<file path="src/rtl/ofs_fim_emif_cfg_pkg.sv">
// EMIF configuration package: shared state encoding and bank defaults for the
// per-bank memory-clear engine.
package ofs_fim_emif_cfg_pkg;

  typedef enum logic [1:0] {
    IDLE     = 2'd0,
    WAIT_CAL = 2'd1,
    WR       = 2'd2
  } emif_clr_state_t;

  localparam int unsigned EMIF_CLR_BURST_LEN = 8;
  localparam int unsigned EMIF_CLR_WORDS     = 2**27;

endpackage : ofs_fim_emif_cfg_pkg

</file>
<file path="src/rtl/fim_resync.sv">
// Multi-flop resynchroniser for slow or asynchronous control inputs.
// Every stage resets to INIT_VALUE so the output is defined straight out of reset.
module fim_resync #(
  parameter int SYNC_CHAIN_LENGTH = 2,
  parameter int WIDTH             = 1,
  parameter int INIT_VALUE        = 0
) (
  input  logic             clk,
  input  logic             rst_n,
  input  logic [WIDTH-1:0] d,
  output logic [WIDTH-1:0] q
);

  localparam logic [WIDTH-1:0] INIT_BITS = {WIDTH{INIT_VALUE[0]}};

  logic [SYNC_CHAIN_LENGTH-1:0][WIDTH-1:0] chain_q;

  always_ff @(posedge clk) begin
    if (!rst_n) begin
      for (int i = 0; i < SYNC_CHAIN_LENGTH; i++) chain_q[i] <= INIT_BITS;
    end else begin
      chain_q[0] <= d;
      for (int i = 1; i < SYNC_CHAIN_LENGTH; i++) chain_q[i] <= chain_q[i-1];
    end
  end

  assign q = chain_q[SYNC_CHAIN_LENGTH-1];

endmodule : fim_resync

</file>
<file path="src/rtl/emif_mem_clear_engine.sv">
// Per-bank EMIF memory-clear engine: on a falling edge of chkr_clear_n it
// zero-fills the bank with fixed-length Avalon-MM write bursts once calibrated.
module emif_mem_clear_engine
  import ofs_fim_emif_cfg_pkg::*;
#(
  parameter int          ADDR_WIDTH  = 27,
  parameter int          DATA_WIDTH  = 512,
  parameter int unsigned BURST_LEN   = EMIF_CLR_BURST_LEN,
  parameter int unsigned CLEAR_WORDS = EMIF_CLR_WORDS,
  parameter int          BCNT_WIDTH  = $clog2(BURST_LEN) + 1
) (
  input  logic                    clk,
  input  logic                    rst_n,
  input  logic                    cal_success,
  input  logic                    cal_failure,
  input  logic                    chkr_clear_n,
  output logic                    clear_busy,
  output logic [ADDR_WIDTH-1:0]   avmm_address,
  output logic                    avmm_write,
  output logic [DATA_WIDTH-1:0]   avmm_writedata,
  output logic [DATA_WIDTH/8-1:0] avmm_byteenable,
  output logic [BCNT_WIDTH-1:0]   avmm_burstcount,
  input  logic                    avmm_waitrequest
);

  localparam logic [ADDR_WIDTH-1:0] LAST_ADDR = ADDR_WIDTH'(CLEAR_WORDS - BURST_LEN);
  localparam logic [ADDR_WIDTH-1:0] ADDR_STEP = ADDR_WIDTH'(BURST_LEN);
  localparam logic [BCNT_WIDTH-1:0] LAST_BEAT = BCNT_WIDTH'(BURST_LEN - 1);

  logic            clr_sync_n;
  logic            hist_q;
  logic [2:0]      arm_q;
  logic            req_pulse;
  emif_clr_state_t state_q, state_d;
  logic [ADDR_WIDTH-1:0] addr_q, addr_d;
  logic [BCNT_WIDTH-1:0] beat_q, beat_d;
  logic            write_q;
  logic            busy_q;
  logic            beat_accept;

  fim_resync #(
    .SYNC_CHAIN_LENGTH (2),
    .WIDTH             (1),
    .INIT_VALUE        (1)
  ) u_clear_sync (
    .clk   (clk),
    .rst_n (rst_n),
    .d     (chkr_clear_n),
    .q     (clr_sync_n)
  );

  // Edge detection is armed only once the sync chain and history hold real
  // samples, so a request line held low across reset cannot retrigger.
  always_ff @(posedge clk) begin
    if (!rst_n) begin
      hist_q <= 1'b1;
      arm_q  <= 3'b000;
    end else begin
      hist_q <= clr_sync_n;
      arm_q  <= {arm_q[1:0], 1'b1};
    end
  end

  assign req_pulse   = arm_q[2] && !clr_sync_n && hist_q;
  assign beat_accept = write_q && !avmm_waitrequest;

  always_comb begin
    state_d = state_q;
    addr_d  = addr_q;
    beat_d  = beat_q;
    case (state_q)
      IDLE: begin
        if (req_pulse) begin
          addr_d  = '0;
          beat_d  = '0;
          state_d = (cal_success && !cal_failure) ? WR : WAIT_CAL;
        end
      end
      WAIT_CAL: begin
        if (cal_failure)      state_d = IDLE;
        else if (cal_success) state_d = WR;
      end
      WR: begin
        // Calibration status is only acted on at a burst boundary.
        if (beat_accept) begin
          if (beat_q == LAST_BEAT) begin
            beat_d = '0;
            if (addr_q == LAST_ADDR) begin
              state_d = IDLE;
            end else begin
              addr_d = addr_q + ADDR_STEP;
              if (!cal_success) state_d = WAIT_CAL;
            end
          end else begin
            beat_d = beat_q + 1'b1;
          end
        end
      end
      default: state_d = IDLE;
    endcase
  end

  always_ff @(posedge clk) begin
    if (!rst_n) begin
      state_q <= IDLE;
      addr_q  <= '0;
      beat_q  <= '0;
      write_q <= 1'b0;
      busy_q  <= 1'b0;
    end else begin
      state_q <= state_d;
      addr_q  <= addr_d;
      beat_q  <= beat_d;
      write_q <= (state_d == WR);
      busy_q  <= (state_d != IDLE);
    end
  end

  assign clear_busy      = busy_q;
  assign avmm_write      = write_q;
  assign avmm_address    = addr_q;
  assign avmm_writedata  = '0;
  assign avmm_byteenable = '1;
  assign avmm_burstcount = BCNT_WIDTH'(BURST_LEN);

endmodule : emif_mem_clear_engine
</file>
<file path="config.mk">
export PLATFORM = sky130hd
export DESIGN_NAME = emif_mem_clear_engine
export DESIGN_NICKNAME = d
export VERILOG_FILES = /design/src/rtl/ofs_fim_emif_cfg_pkg.sv /design/src/rtl/fim_resync.sv /design/src/rtl/emif_mem_clear_engine.sv
export SDC_FILE = /design/constraint.sdc
export NUM_CORES = 1
export LEC_CHECK = 0
export BUFFER_PORTS_ARGS = -buffer_cell sky130_fd_sc_hd__buf_2
export CORE_AREA = 5 5 239 241
export DETAILED_ROUTE_END_ITERATION = 16
export DIE_AREA = 0 0 244 246
export PLACE_DENSITY = 0.32
export SLEW_MARGIN = 5
export SYNTH_ARGS = -nofsm -noshare
export SYNTH_HDL_FRONTEND = slang
export SYNTH_SLANG_ARGS = --single-unit
export TNS_END_PERCENT = 100
</file>
<file path="constraint.sdc">
create_clock -name clk -period 2.42 [get_ports clk]
set_input_delay 0.484 -clock clk [delete_from_list [all_inputs] [get_ports clk]]
set_output_delay 0.484 -clock clk [all_outputs]
set_load 0.03 [all_outputs]
</file>
==> results.ini <==
[status]
status = completed

[clock_tree]
cts_buffers = 5
htree_levels = 2
cts_hold_buf = 0
cts_root_buf = clkbuf_16
postCtsSetupRepairBufs = 0
cts.sinks = 38
path_clk_slew_ns = 0.06
cts_buffer_depth = 2
worstSkewPairLatency_ns = 0.28
cts_tree = yes
cts_resized = 0

[worst_setup_path]
worstPathArrival_ns = 2.25
cp.required_ns = 2.64
setup.worst_path.end_class = register
worst_setup_path_start_kind = register
worst-path-max-fanout = 11
path_class = register to register

[floorplan]
fp.dieH_um = 246
row_count = 86
die-area_um2 = 60020
start_util_pct = 11.55
dieWidth_um = 244
io_pins = 615
coreArea_um2 = 54660

[final_layout]
layout-drive-gt1-share_pct = 7.253
final_util_pct = 9.701
mostFrequentLayoutCell = conb_1
antennaDiodeCount = 0
final_cell_mix = 583 x conb_1, 38 x dfxtp_1, 31 x buf_2, 29 x nand2_1, 14 x a21oi_1
fin_nets = 848
area_growth_pct = -15.98

[placement]
port_buffers = 31
place_congestion = 0.6714
dp_hpwl_mm = 10.40

[yosys]
ys_warn_count = 0
synth.distinct_cells = 44
ys.flop_type = dfxtp_1
synth_area_leaders = buf_4 69%, dfxtp_1 12%, a2111o_1 1.8%, nand2_1 1.7%, a21oi_1 1.1%
syn_area_per_cell_um2 = 7.820
yosys_register_bits = 38
netlist.area_leader.share_pct = 69.35
synth-edff-count = 0
yosysTopAreaCell = buf_4
ys_seq_area_share_pct = 12.05
syn_inst = 807
async_reset_ff_share_pct = 0
syn-cell-area_um2 = 6311

[sta]
min_period_ns = 2.028
setup_viol = 0
skew_ns = 0.009799
slew_violations = 0
clock.fmax_mhz = 493.1
slew_headroom_pct = 66.65
hold_viol = 0
finalCritPeriodShare_pct = 83.80
worst_pin_slew_ns = 0.5003
rsz0062_at_grt = no
setup_tns_ns = 0

[grt]
antenna_found_initial = 5
gr-total-overflow = 0
grt_pass1_wl_mm = 13.33
grt.total_usage_pct = 2.790
grt_pass1_vias = 2281
grt_max_degree = 24

[routing]
vias_per_cell = 2.107
routed_wirelength_mm = 11.77
drc_errors = 0
postRouteAntennaNets = 0
detail_route.wl_per_cell_um = 7.617
drt_iter0_markers = 105
drt_pass1_iterations = 4
vias = 3256

[worst_hold_path]
min_path_type = input pin to register

[power]
ir_worst_vdd_mv = 0.2419
powerDensity_nw_per_um2 = 481.3
p_leak_nw = 2.788

[run]
cap_viol_max_count = 0

==> layer usage <==
metal,part of all wire [%],track usage [%],vias up
met5,0.11,0,-
met4,0.89,0.6472,2
met3,16,1.150,11
met2,53,4.944,277
met1,30,3.139,1476
li1,-,-,1490
==> per-stage QoR <==
step	std cells	cell area [um2]	worst slack, ns	power [mW]	hold WS, ns
6_report	1545	5303	0.3921	2.552	0.3932
4_1_cts	1545	5303	0.3787	2.537	0.3894
3_3_place_gp	1537	5155	0.3878	1.864	0.4206
2_1_floorplan	1388	8492	0.4969	2.573	0.3863
5_1_grt	1545	5303	0.1693	2.653	0.3915
3_5_place_dp	1537	5155	0.3860	1.863	0.4047
==> sequential cells by signal, indices dropped and copies added, names as in the netlist <==
| register | cells |
|---|---|
| state_q | 2 |
| avmm_address | 24 |
| clear_busy | 1 |
| hist_q | 1 |
| avmm_write | 1 |
| u_clear_sync.q | 1 |
| u_clear_sync.chain_q | 1 |
| arm_q | 3 |
| beat_q | 4 |
==> final timing paths <==
kind / from / to / slack (ns) / cells past startpoint
setup / recovery: avmm_address[3]$_SDFFE_PN0P_ / avmm_address[23]$_SDFFE_PN0P_ / 0.39 / 6
hold / removal: chkr_clear_n / u_clear_sync.chain_q[0]$_SDFF_PN1_ / 0.39 / 2
setup reg to reg: avmm_address[3]$_SDFFE_PN0P_ / avmm_address[23]$_SDFFE_PN0P_ / 0.39 / 6
hold reg to reg: u_clear_sync.chain_q[0]$_SDFF_PN1_ / u_clear_sync.q$_SDFF_PN1_ / 0.43 / 1
==> critical path: stages, from the launching register on <==
cell	delay (ns)
dfxtp_1	0.43
ha_1	0.26
inv_1	0.07
nor2_1	0.18
nand4_1	0.40
a2111o_1	0.55
o21ai_2	0.06
==> cell families after synthesis <==
logic type	share of synthesized area (%)
AO/OA/AOI/OAI	7.554
XOR/XNOR	0.1388
adder cells (fa/ha/maj)	0.3964
buffers and inverters	70.66
flip-flops	12.05
multiplexers	0.7931
other	0.1190
AND/OR/NAND/NOR	8.287
==> area by class of cell <==
class                   instances  area (um2)
fillers                      6394       49360
multi-input cells             750        3272
well taps                     704       880.8
flip-flops and latches         38       760.7
repair buffers                 40       222.7
clock buffers                   7       142.6
inverters                       5       18.77
clock inverters                 1       5.005
==> report_power, final <==
| group | switching [mW] | internal, mW | total (mW) | leakage [nW] |
|---|---|---|---|---|
| Sequential | 0.00186 | 0.631 | 0.632 | 0.307 |
| Clock | 0.258 | 0.409 | 0.666 | 0.0739 |
| Combinational | 1.24 | 0.0173 | 1.25 | 2.41 |
==> synthesized netlist by cell type (all sizes together), types with 3 or more instances <==
library cell,n
nor2,9
clkbuf,7
a21boi,5
nand2,29
a21oi,14
o21ai,17
mux2i,5
o2111ai,6
or3,4
buf,588
dfxtp,38
and4,6
nor3,4
and2,6
inv,5
a2111o,10
or2,5
o211ai,3
nand4,8
nand3,11
nand2b,5
Note: power is estimated with default switching activity, not from simulation.
